<file path="src/rtl/rs_c1_err_locate_pkg.sv">
// Shared GF(2^8) definitions for the C1 single-error locator: field polynomial,
// generator, status codes, FSM states and a combinational multiply.
package rs_c1_err_locate_pkg;

  localparam logic [8:0] GF_POLY = 9'h11D;
  localparam logic [7:0] ALPHA   = 8'h02;

  typedef enum logic [1:0] {
    ST_NO_ERR = 2'b00,
    ST_SINGLE = 2'b01,
    ST_UNCORR = 2'b10
  } status_e;

  typedef enum logic [2:0] {
    S_IDLE,
    S_CHECK,
    S_INV,
    S_MUL,
    S_SEARCH,
    S_DONE
  } fsm_e;

  // Shift-and-add multiply; the multiplicand is reduced by the field polynomial as it shifts.
  function automatic logic [7:0] gf_mul(input logic [7:0] a, input logic [7:0] b);
    logic [7:0] acc;
    logic [7:0] aa;
    acc = '0;
    aa  = a;
    for (int i = 0; i < 8; i++) begin
      if (b[i]) acc = acc ^ aa;
      aa = {aa[6:0], 1'b0} ^ (aa[7] ? GF_POLY[7:0] : 8'h00);
    end
    return acc;
  endfunction

endpackage

</file>
<file path="src/rtl/gf256_inv.sv">
// Sequential GF(2^8) inverter computing x^254 by seven square-and-accumulate steps.
// o_ready drops on i_start and rises when o_y holds the new inverse.
module gf256_inv
  import rs_c1_err_locate_pkg::*;
(
  input  logic       i_clk,
  input  logic       i_rst,
  input  logic       i_start,
  input  logic [7:0] i_x,
  output logic       o_ready,
  output logic [7:0] o_y
);

  logic       r_run;
  logic [2:0] r_cnt;
  logic [7:0] r_sq;
  logic [7:0] r_acc;
  logic [7:0] w_sq2;
  logic [7:0] w_acc_next;

  // After step i: r_sq = x^(2^i), r_acc = x^(2^(i+1)-2); step 7 gives x^254 = x^-1.
  assign w_sq2      = gf_mul(r_sq, r_sq);
  assign w_acc_next = gf_mul(r_acc, w_sq2);

  // NOTE: clocked state uses non-blocking (<=) so every register samples pre-edge values.
  always_ff @(posedge i_clk) begin
    if (i_rst) begin
      r_run   <= 1'b0;
      r_cnt   <= '0;
      r_sq    <= '0;
      r_acc   <= 8'h01;
      o_ready <= 1'b0;
      o_y     <= '0;
    end else if (i_start) begin
      r_run   <= 1'b1;
      r_cnt   <= '0;
      r_sq    <= i_x;
      r_acc   <= 8'h01;
      o_ready <= 1'b0;
    end else if (r_run) begin
      r_sq  <= w_sq2;
      r_acc <= w_acc_next;
      r_cnt <= r_cnt + 3'd1;
      if (r_cnt == 3'd6) begin
        r_run   <= 1'b0;
        o_ready <= 1'b1;
        o_y     <= w_acc_next;
      end
    end
  end

endmodule

</file>
<file path="src/rtl/gf256_mult.sv">
// Combinational GF(2^8) multiplier over the 0x11D field.
module gf256_mult
  import rs_c1_err_locate_pkg::*;
(
  input  logic [7:0] i_a,
  input  logic [7:0] i_b,
  output logic [7:0] o_p
);

  assign o_p = gf_mul(i_a, i_b);

endmodule

</file>
<file path="src/rtl/rs_c1_err_locate.sv">
// C1 single-error locator: checks syndrome consistency, forms X = S1/S0 and
// searches alpha^k == X over k = 0..N-1, reporting position and magnitude.
module rs_c1_err_locate
  import rs_c1_err_locate_pkg::*;
#(
  parameter int N = 32
) (
  input  logic       i_clk,
  input  logic       i_rst,
  input  logic       i_start,
  input  logic [7:0] i_s0,
  input  logic [7:0] i_s1,
  input  logic [7:0] i_s2,
  input  logic [7:0] i_s3,
  output logic       o_busy,
  output logic       o_done,
  output logic [1:0] o_status,
  output logic [7:0] o_err_pos,
  output logic [7:0] o_err_val
);

  localparam logic [7:0] K_LAST = 8'(N - 1);

  fsm_e       r_state;
  logic [7:0] r_s0, r_s1, r_s2, r_s3;
  logic       r_inv_start;
  logic       r_ready_prev;
  logic [7:0] r_inv_y;
  logic [7:0] r_x;
  logic [7:0] r_p;
  logic [7:0] r_k;

  logic [7:0] w_s1s1, w_s0s2, w_s2s2, w_s1s3;
  logic [7:0] w_x;
  logic [7:0] w_p_next;
  logic       w_inv_ready;
  logic [7:0] w_inv_y;
  logic       w_ready_rise;

  // A single error gives S(i+1) = X*S(i), so S1^2 = S0*S2 and S2^2 = S1*S3.
  gf256_mult u_mul_s1s1 (.i_a(r_s1), .i_b(r_s1),    .o_p(w_s1s1));
  gf256_mult u_mul_s0s2 (.i_a(r_s0), .i_b(r_s2),    .o_p(w_s0s2));
  gf256_mult u_mul_s2s2 (.i_a(r_s2), .i_b(r_s2),    .o_p(w_s2s2));
  gf256_mult u_mul_s1s3 (.i_a(r_s1), .i_b(r_s3),    .o_p(w_s1s3));
  gf256_mult u_mul_x    (.i_a(r_s1), .i_b(r_inv_y), .o_p(w_x));
  gf256_mult u_mul_p    (.i_a(r_p),  .i_b(ALPHA),   .o_p(w_p_next));

  gf256_inv u_inv (
    .i_clk   (i_clk),
    .i_rst   (i_rst),
    .i_start (r_inv_start),
    .i_x     (r_s0),
    .o_ready (w_inv_ready),
    .o_y     (w_inv_y)
  );

  // Only a rise seen after our own start pulse counts; o_ready falls on that pulse.
  assign w_ready_rise = w_inv_ready & ~r_ready_prev;

  always_ff @(posedge i_clk) begin
    if (i_rst) begin
      r_state      <= S_IDLE;
      r_s0         <= '0;
      r_s1         <= '0;
      r_s2         <= '0;
      r_s3         <= '0;
      r_inv_start  <= 1'b0;
      r_ready_prev <= 1'b0;
      r_inv_y      <= '0;
      r_x          <= '0;
      r_p          <= 8'h01;
      r_k          <= '0;
      o_busy       <= 1'b0;
      o_done       <= 1'b0;
      o_status     <= ST_NO_ERR;
      o_err_pos    <= '0;
      o_err_val    <= '0;
    end else begin
      r_ready_prev <= w_inv_ready;
      r_inv_start  <= 1'b0;
      o_done       <= 1'b0;

      case (r_state)
        S_IDLE: begin
          if (i_start) begin
            r_s0    <= i_s0;
            r_s1    <= i_s1;
            r_s2    <= i_s2;
            r_s3    <= i_s3;
            o_busy  <= 1'b1;
            r_state <= S_CHECK;
          end
        end

        S_CHECK: begin
          if ({r_s0, r_s1, r_s2, r_s3} == 32'h0) begin
            o_status  <= ST_NO_ERR;
            o_err_pos <= '0;
            o_err_val <= '0;
            o_done    <= 1'b1;
            o_busy    <= 1'b0;
            r_state   <= S_DONE;
          end else if ((r_s0 == 8'h00) || (w_s1s1 != w_s0s2) || (w_s2s2 != w_s1s3)) begin
            o_status  <= ST_UNCORR;
            o_err_pos <= '0;
            o_err_val <= '0;
            o_done    <= 1'b1;
            o_busy    <= 1'b0;
            r_state   <= S_DONE;
          end else begin
            r_inv_start <= 1'b1;
            r_state     <= S_INV;
          end
        end

        S_INV: begin
          if (!r_inv_start && w_ready_rise) begin
            r_inv_y <= w_inv_y;
            r_state <= S_MUL;
          end
        end

        S_MUL: begin
          r_x     <= w_x;
          r_p     <= 8'h01;
          r_k     <= '0;
          r_state <= S_SEARCH;
        end

        S_SEARCH: begin
          if (r_p == r_x) begin
            o_status  <= ST_SINGLE;
            o_err_pos <= r_k;
            o_err_val <= r_s0;
            o_done    <= 1'b1;
            o_busy    <= 1'b0;
            r_state   <= S_DONE;
          end else if (r_k == K_LAST) begin
            o_status  <= ST_UNCORR;
            o_err_pos <= '0;
            o_err_val <= '0;
            o_done    <= 1'b1;
            o_busy    <= 1'b0;
            r_state   <= S_DONE;
          end else begin
            r_p <= w_p_next;
            r_k <= r_k + 8'd1;
          end
        end

        S_DONE: r_state <= S_IDLE;

        default: r_state <= S_IDLE;
      endcase
    end
  end

endmodule

</file>
<file path="config.mk">
export PLATFORM = sky130hd
export DESIGN_NAME = rs_c1_err_locate
export DESIGN_NICKNAME = d
export VERILOG_FILES = /design/src/rtl/rs_c1_err_locate_pkg.sv /design/src/rtl/gf256_inv.sv /design/src/rtl/gf256_mult.sv /design/src/rtl/rs_c1_err_locate.sv
export SDC_FILE = /design/constraint.sdc
export NUM_CORES = 1
export LEC_CHECK = 0
export CAP_MARGIN = 20
export CELL_PAD_IN_SITES_DETAIL_PLACEMENT = 1
export CELL_PAD_IN_SITES_GLOBAL_PLACEMENT = 1
export CORE_ASPECT_RATIO = 1.75
export CORE_MARGIN = 1.5
export CORE_UTILIZATION = 44
export DETAILED_ROUTE_END_ITERATION = 8
export PLACE_DENSITY_LB_ADDON = 0.1
export SKIP_LAST_GASP = 1
export SYNTH_ARGS = -nofsm -noshare
export SYNTH_HDL_FRONTEND = slang
export SYNTH_HIERARCHICAL = 1
export SYNTH_SLANG_ARGS = --single-unit
</file>
<file path="constraint.sdc">
create_clock -name i_clk -period 4.4 [get_ports i_clk]
set_clock_uncertainty 0.2 [all_clocks]
set_input_delay 1.1 -clock i_clk [delete_from_list [all_inputs] [get_ports i_clk]]
set_output_delay 1.1 -clock i_clk [all_outputs]
set_load 0.1 [all_outputs]
</file>
Word-level counts from Yosys, hierarchy flattened
Cells that the tools add are included.

Reduce and logical (&&, ||, !) cells: 21. Mux-type cells: 134. $add $sub $neg: 2. Bitwise gates (word level): 89. Eq/ne operators: 15.

Operators by type and width (number): XOR 8 bit (85); 2-to-1 mux 8 bit (67); 2-to-1 mux 5 bit (36); one-hot mux 8 bit (2 select lines) (4); logical NOT 32 bit (1); 2-to-1 mux 3 bit (6); inequality test 8 bit (2); one-hot mux 3 bit (5 select lines) (1); 2-to-1 mux 1 bit (13); AND reduction 3 bit (4); adder 8 x 1 -> 8 bit (second input constant) (1); == test 8 x 5 -> 1 bit (second input constant) (1); == test 8 bit (1); logical NOT 8 bit (1); 2-to-1 mux 2 bit (4); inequality test 2 bit (second input constant) (4); == test 3 x 2 -> 1 bit (second input constant) (2); == test 3 bit (second input constant) (2); inequality test 3 bit (second input constant) (2); AND reduction 2 bit (3); nonzero test 2 bit (3); one-hot mux 2 bit (2 select lines) (1); AND reduction 4 bit (1); adder 3 x 1 -> 3 bit (second input constant) (1); other kinds (12) (15).

Bits in registers: 118. Logic and storage cells: 283. Output and inout bits: 20. Input bits: 35.

Longest topological paths before layout
Depth in word-level cells: 31. Mapped depth: 13. Depth with buffers taken out: 11.

Cells and area by module
Netlist, hierarchy kept.

Modules (own cells, without submodules): gf256_mult (u_mul_p ...) (seq. area each 0.0 um^2, cells each 173, area each 1224.9 um^2, times used 5); rs_c1_err_locate (seq. area each 1781.7 um^2, cells each 460, area each 3967.6 um^2, times used 1); gf256_inv (seq. area each 580.6 um^2, cells each 427, area each 3318.2 um^2, times used 1); gf256_mult (u_mul_s1s1) (seq. area each 0.0 um^2, cells each 165, area each 1174.9 um^2, times used 1).

Worst setup path before layout
Ideal clock, no wire load.

Kind: register to register. Start point: register r_s1[2]. End point: register o_err_val[1]. Path buffers: 1. Period minus slack after synthesis: 3.420 ns. Cell stages (with the launch flop): 13. Library setup time: 0.092 ns. Data arrival time: 3.127 ns. Required time: 4.108 ns. Setup slack: 0.980 ns. Path through: dfxtp_1 -> xor2_2 -> xor2_2 -> xnor2_1 -> xnor2_1 -> nand2_1 -> xnor3_1 -> xor2_1 -> nor4_1 -> and3_1 -> a21oi_2 -> buf_6 -> o32ai_1.

Cells in the longest elaborated chain, start to end: 20. Elaborated cells on any way between the ends: 47. Classes of those cells: 3 x eq/ne; 19 x mux; 21 x bitwise; 4 x reduce/logical.

Ends and longest elaborated chain: start, declared (line rs_c1_err_locate.sv:25) `logic [7:0] r_s0, r_s1, r_s2, r_s3;`; start signal, assigned (line rs_c1_err_locate.sv:87) `r_s1 <= i_s1;`; XOR 8 bit (line rs_c1_err_locate_pkg.sv:31) `aa = {aa[6:0], 1'b0} ^ (aa[7] ? GF_POLY[7:0] : 8'h00);`; XOR 8 bit (line rs_c1_err_locate_pkg.sv:30) `if (b[i]) acc = acc ^ aa;`; 2-to-1 mux 8 bit (line rs_c1_err_locate_pkg.sv:30); XOR 8 bit (line rs_c1_err_locate_pkg.sv:30); 2-to-1 mux 8 bit (line rs_c1_err_locate_pkg.sv:30); XOR 8 bit (line rs_c1_err_locate_pkg.sv:30); 2-to-1 mux 8 bit (line rs_c1_err_locate_pkg.sv:30); XOR 8 bit (line rs_c1_err_locate_pkg.sv:30); [... 4 more ...]; 2-to-1 mux 8 bit (line rs_c1_err_locate_pkg.sv:30); XOR 8 bit (line rs_c1_err_locate_pkg.sv:30); 2-to-1 mux 8 bit * (line rs_c1_err_locate_pkg.sv:30); via w_s1s1[3] (line rs_c1_err_locate.sv:33) `logic [7:0] w_s1s1, w_s0s2, w_s2s2, w_s1s3;`; inequality test 8 bit * (line rs_c1_err_locate.sv:103) `end else if ((r_s0 == 8'h00) || (w_s1s1 != w_s0s2) || (w_s2s2 != w_s1s3)) begin`; logical OR 1 bit * (2 in series) (line rs_c1_err_locate.sv:103); inequality test 3 bit (no source line) *; AND reduction 3 bit (no source line) *; end signal, assigned (line rs_c1_err_locate.sv:134) `o_err_val <= r_s0;`; end, declared (line rs_c1_err_locate.sv:19) `output logic [7:0] o_err_val`.

The timed path passes the listed nets; every way through them passes the cells marked *. A chain may end at the register's enable or synchronous reset.

Worst setup path in the final report
Start point: register r_s1[6]. End point: register o_err_pos[5].

Elaborated cells on any way between the ends: 49. Classes of those cells: 3 x eq/ne; 21 x mux; 21 x bitwise; 4 x reduce/logical.

RTL lines: XOR 8 bit * (line rs_c1_err_locate_pkg.sv:31); 2-to-1 mux 5 bit * (line rs_c1_err_locate_pkg.sv:31); XOR 8 bit * (line rs_c1_err_locate_pkg.sv:31); XOR 8 bit (line rs_c1_err_locate_pkg.sv:30); 2-to-1 mux 8 bit (line rs_c1_err_locate_pkg.sv:30); XOR 8 bit (line rs_c1_err_locate_pkg.sv:30); 2-to-1 mux 8 bit (line rs_c1_err_locate_pkg.sv:30); XOR 8 bit (line rs_c1_err_locate_pkg.sv:30); [... 4 more ...]; 2-to-1 mux 8 bit (line rs_c1_err_locate_pkg.sv:30); XOR 8 bit (line rs_c1_err_locate_pkg.sv:30); 2-to-1 mux 8 bit * (line rs_c1_err_locate_pkg.sv:30); via w_s1s3[3] (line rs_c1_err_locate.sv:33); inequality test 8 bit * (line rs_c1_err_locate.sv:103); logical OR 1 bit * (line rs_c1_err_locate.sv:103); inequality test 3 bit (no source line) *; AND reduction 3 bit (no source line) *; end signal, assigned (line rs_c1_err_locate.sv:133) `o_err_pos <= r_k;`; end, declared (line rs_c1_err_locate.sv:18) `output logic [7:0] o_err_pos,`.

Marks and branches as above.

==> results.md <==
Timing:
- Setup repair after global routing left no endpoint under its margin.
- Based on the critical path, the design can be clocked at up to 250 MHz.
- The final cycle utilization of the critical path is 0.910.
- The worst pin sits at a relative slew slack of 0.311.
- The final hold slack is 258 ps.
- Setup violations remaining at the end of the flow were counted as 0.
- In the final timing run, aggregate negative setup slack is 0 ps.
- The transition time of the tightest slew-check pin is 1030 ps.
- The clock period minus final worst setup slack is 4000 ps.
- The number of pins with negative max-slew slack in the final report is 0.
- The count of final hold-check violations is 0.

Routing:
- The total wirelength of the detailed-routed design is 44800 um.
- The residual antenna-violating net count after detailed routing is 0.
- The detailed-routed wire length on met2 is 23900 um.
- In the final routed layout, each cell accounts on average for 19.3 um.
- The highest layer used for signal routing is met4.
- The detailed-routing wirelength on met1 is 17900 um.
- The first TritonRoute pass finished after 5 iterations.
- The final routed DRC violation total is 0.
- The total met3 wirelength after detailed routing is 999 um.
- After detailed routing, the number of vias per cell comes to 5.40.
- After the first detailed-routing iteration, the DRC count stood at 460.
- Detailed routing inserted a total of 12600 vias.

Layout:
- Summing all flip-flop and latch instances after layout gives 2370 um2.
- Fill cells in the final layout number 4100.
- The final layout contains 1945 nets.
- The total inserted antenna cells is 0.
- The final core utilization is 0.485.
- The layout overhead on the synthesized area is 9.17%.
- The fraction of final layout cells with drive strength greater than 1 is 0.0938.
- The final cell area excluding filler cells is 15900 um2.
- The combined area of the multi-input logic cells is 11300 um2.

Place:
- At the end of routability-driven placement, the weighted congestion stood at 0.863.
- Once detailed placement completed, the half-perimeter wirelength came to 34000 um.
- The quantity of I/O buffers inserted on ports is 54.
- The placed standard-cell area is 15300 um2.

Global route:
- The wire length of the first global-routing pass is 72200 um.
- Entering global routing, the biggest net connects 43 pins.
- The number of global-route vias before repair is 13200.
- The number of antenna violations at the first check in global routing is 0.
- Summed over all layers, the global routing overflow is 0.
- In the global route stage, overall resource usage came out at 0.267.

Die:
- The row count is 88.
- The height of the chip is 244 um.
- The width of the die is 141 um.
- In this run the standard cell core region covers 32800 um2.
- The number of top-level pins is 55.
- The full die area is 34300 um2.
- The starting density of the core is 0.445.

Synthesis:
- In this run the mean area of a mapped cell was 7.61 um2.
- The share of the synthesized area in the top cell type is 0.223.
- After synthesis, the most frequently instantiated cells are sky130_fd_sc_hd__nand2_1 (442), sky130_fd_sc_hd__xnor2_1 (371), sky130_fd_sc_hd__xor2_1 (129), sky130_fd_sc_hd__dfxtp_1 (118), sky130_fd_sc_hd__nor2_1 (116).
- Yosys mapped the design onto 69 distinct sky130hd cell types.
- The count of synthesis-stage warnings from yosys is 6.
- For this run, the register share of the synthesized area comes to 0.162.
- The most common flop cell mapped by yosys is sky130_fd_sc_hd__dfxtp_1.
- The share of synthesized flip-flops with an asynchronous set or reset is 0.
- The top cell type by total area after synthesis is sky130_fd_sc_hd__xnor2_1.
- By area the synthesized netlist is led by sky130_fd_sc_hd__xnor2_1 (22%), sky130_fd_sc_hd__dfxtp_1 (16%), sky130_fd_sc_hd__nand2_1 (11%).
- The cell with the most instances after synthesis is sky130_fd_sc_hd__nand2_1.
- Summing every instance area after synthesis gives 14600 um2.
- Counting every instance in the synthesized netlist gives 1917.
- The synthesized design contains 118 register bits.
- Counting flops with a built-in enable in the synthesized netlist gives 0.

Clocking:
- The number of buffers added for setup after CTS is 0.
- The total clock buffers created by CTS is 17.
- The number of hold buffers added after CTS is 0.
- The number of resized instances in the post-cts repair step is 0.
- The worst-skew pair later-pin latency is 440 ps.
- The largest buffer count on any clock path is 2.
- After clock tree synthesis, the clock-pin slew on the worst setup and hold paths is 60 ps.
- The clock drives 118 sinks.
- The TritonCTS clock tree is built.
- The root buffer cell is sky130_fd_sc_hd__clkbuf_16.
- In this run the number of H-tree levels came out at 4.

Critical path:
- The startpoint identified for the worst register-to-register timing path is r_s1[6].
- The worst setup path is launched from a flop.
- The slowest stage of the critical path is the sky130_fd_sc_hd__dfxtp_2 cell.
- The type of element capturing the critical path is a flop.
- The most frequent cell on the critical path is sky130_fd_sc_hd__xnor2_1.
- The flop-to-flop setup slack is 400 ps.
- The endpoint identified for the worst register-to-register timing path is o_err_pos[5].
- The number of cells on the worst reg-to-reg path is 13.
- The critical path goes through buf_4 -> xnor2_1 -> xnor2_1 -> nand2_1 -> xnor2_1 -> xor2_1 -> xnor3_1 -> xor2_1 -> nor4_2 -> and2_1 -> a21oi_2 -> buf_4 -> o32ai_1.
- The delay contributed by the slowest stage of the critical path is 660 ps.
- The number of buffers and inverters on the critical path is 2.
- The largest fanout on the critical path is 19.
- The critical path is of the reg -> reg type.
- STA puts the critical path data required time at 4540 ps.
- Broken down by cell family, the worst path's largest delay share belongs to XOR/XNOR gates.
- For the worst setup path, the data arrival time is 4140 ps.

Power and ir drop:
- The total power density per cell area is 407 nW/um2.
- The total power is 6.48 mW.
- The leakage power is 5.43 nW.
- The largest voltage drop on the vdd net is 0.196 mV.

Run status:
- The flow ran to the end, and the final reports show no timing, DRC or antenna violations.

Hold path:
- The number of cells traversed by the worst hold path is 2.
- The type of the tightest min-delay check is reg -> reg.
- For hold timing, the worst endpoint is u_inv/o_ready.
- The start point of the worst min-delay path is u_inv/o_ready.

Flow run:
- Across the run, the number of max-cap violations was 0.
## tightest hold or removal path: stages, from the launching register on
cell and delay (ps):
sky130_fd_sc_hd__dfxtp_1 310, sky130_fd_sc_hd__inv_1 50, sky130_fd_sc_hd__a21oi_1 50
## power breakdown
group	internal (mW)	leakage, nW	switching [mW]
Combinational	1.59	4.18	2.07
Sequential	1.15	0.958	0.214
Clock	0.908	0.289	0.552
## area by class of cell
class,count,area share
multi-input cells,1609,0.709
clock inverters,14,0.0109
repair buffers,112,0.0611
clock buffers,18,0.0276
well taps,405,0.0318
inverters,47,0.0111
flip-flops and latches,118,0.149
## metrics by stage
step                worst slack (ps)  instances
floorplan                        980       1927
global placement                 298       2290
detailed placement               206       2290
CTS                              183       2322
global route                     160       2323
finish                           397       2323
## how the worst max path moves through the flow
stage	slack, ps	from	cells past startpoint	to
final	400	r_s1[6]	13	o_err_pos[5]
after global routing	160	r_s1[7]	13	o_err_pos[5]
after CTS	180	r_s1[6]	13	o_err_pos[5]
after detailed placement	210	r_s1[6]	13	o_err_pos[5]
after global placement	300	r_s1[6]	13	o_status[1]
after floorplan	980	r_s1[2]	12	o_err_val[1]
## per-layer routing
layer	vias up	track usage
met5	-	0
met4	0	0.134
li1	6140	-
met2	178	0.509
met1	6148	0.287
met3	89	0.0297
## registers in the layout (all words and copies together), names as in the netlist, 2 cells and up
| name | flops |
|---|---|
| o_err_pos | 8 |
| o_err_val | 8 |
| o_status | 2 |
| r_inv_y | 8 |
| r_k | 8 |
| r_p | 8 |
| r_s0 | 8 |
| r_s1 | 8 |
| r_s2 | 8 |
| r_s3 | 8 |
| r_state | 3 |
| r_x | 8 |
| u_inv/o_y | 8 |
| u_inv/r_acc | 8 |
| u_inv/r_cnt | 3 |
| u_inv/r_sq | 8 |
## cells in the final DEF (no fill, tap or decap), types with 5 or more instances in the layout
cell type,count
sky130_fd_sc_hd__o21ai_0,40
sky130_fd_sc_hd__o211ai_1,6
sky130_fd_sc_hd__conb_1,12
sky130_fd_sc_hd__o32ai_1,8
sky130_fd_sc_hd__nand2b_1,30
sky130_fd_sc_hd__clkdlybuf4s50_1,53
sky130_fd_sc_hd__a22oi_1,14
sky130_fd_sc_hd__nor2b_1,20
sky130_fd_sc_hd__a211oi_1,17
sky130_fd_sc_hd__nand4_1,16
sky130_fd_sc_hd__nand2_1,442
sky130_fd_sc_hd__dfxtp_1,114
sky130_fd_sc_hd__and2_1,5
sky130_fd_sc_hd__xnor3_1,18
sky130_fd_sc_hd__mux2i_1,51
sky130_fd_sc_hd__mux2_2,13
sky130_fd_sc_hd__a21oi_1,106
sky130_fd_sc_hd__nand3b_1,8
sky130_fd_sc_hd__xor2_1,129
sky130_fd_sc_hd__xor2_2,24
sky130_fd_sc_hd__xor2_4,18
sky130_fd_sc_hd__ha_1,5
sky130_fd_sc_hd__o32ai_2,8
sky130_fd_sc_hd__o311ai_0,9
sky130_fd_sc_hd__nor4_1,18
sky130_fd_sc_hd__clkbuf_16,17
sky130_fd_sc_hd__nor3_1,17
sky130_fd_sc_hd__buf_4,59
sky130_fd_sc_hd__inv_1,47
sky130_fd_sc_hd__xnor2_1,371
sky130_fd_sc_hd__nand3_1,19
sky130_fd_sc_hd__nor4bb_1,6
sky130_fd_sc_hd__nor2_1,116
sky130_fd_sc_hd__a32oi_1,5
## kinds of logic (layout without fill, tap and decap cells)
family / count (synthesis) / in the layout / synth area share
AO/OA/AOI/OAI: 243 / 243 / 0.111
XOR/XNOR: 565 / 565 / 0.395
adder cells (fa/ha/maj): 5 / 5 / 0.00429
buffers and inverters: 200 / 191 / 0.0673
flip-flops: 118 / 118 / 0.162
multiplexers: 64 / 64 / 0.0450
other: 2 / 12 / 0.000515
AND/OR/NAND/NOR: 720 / 720 / 0.214
Note: power is estimated with default switching activity, not from simulation.
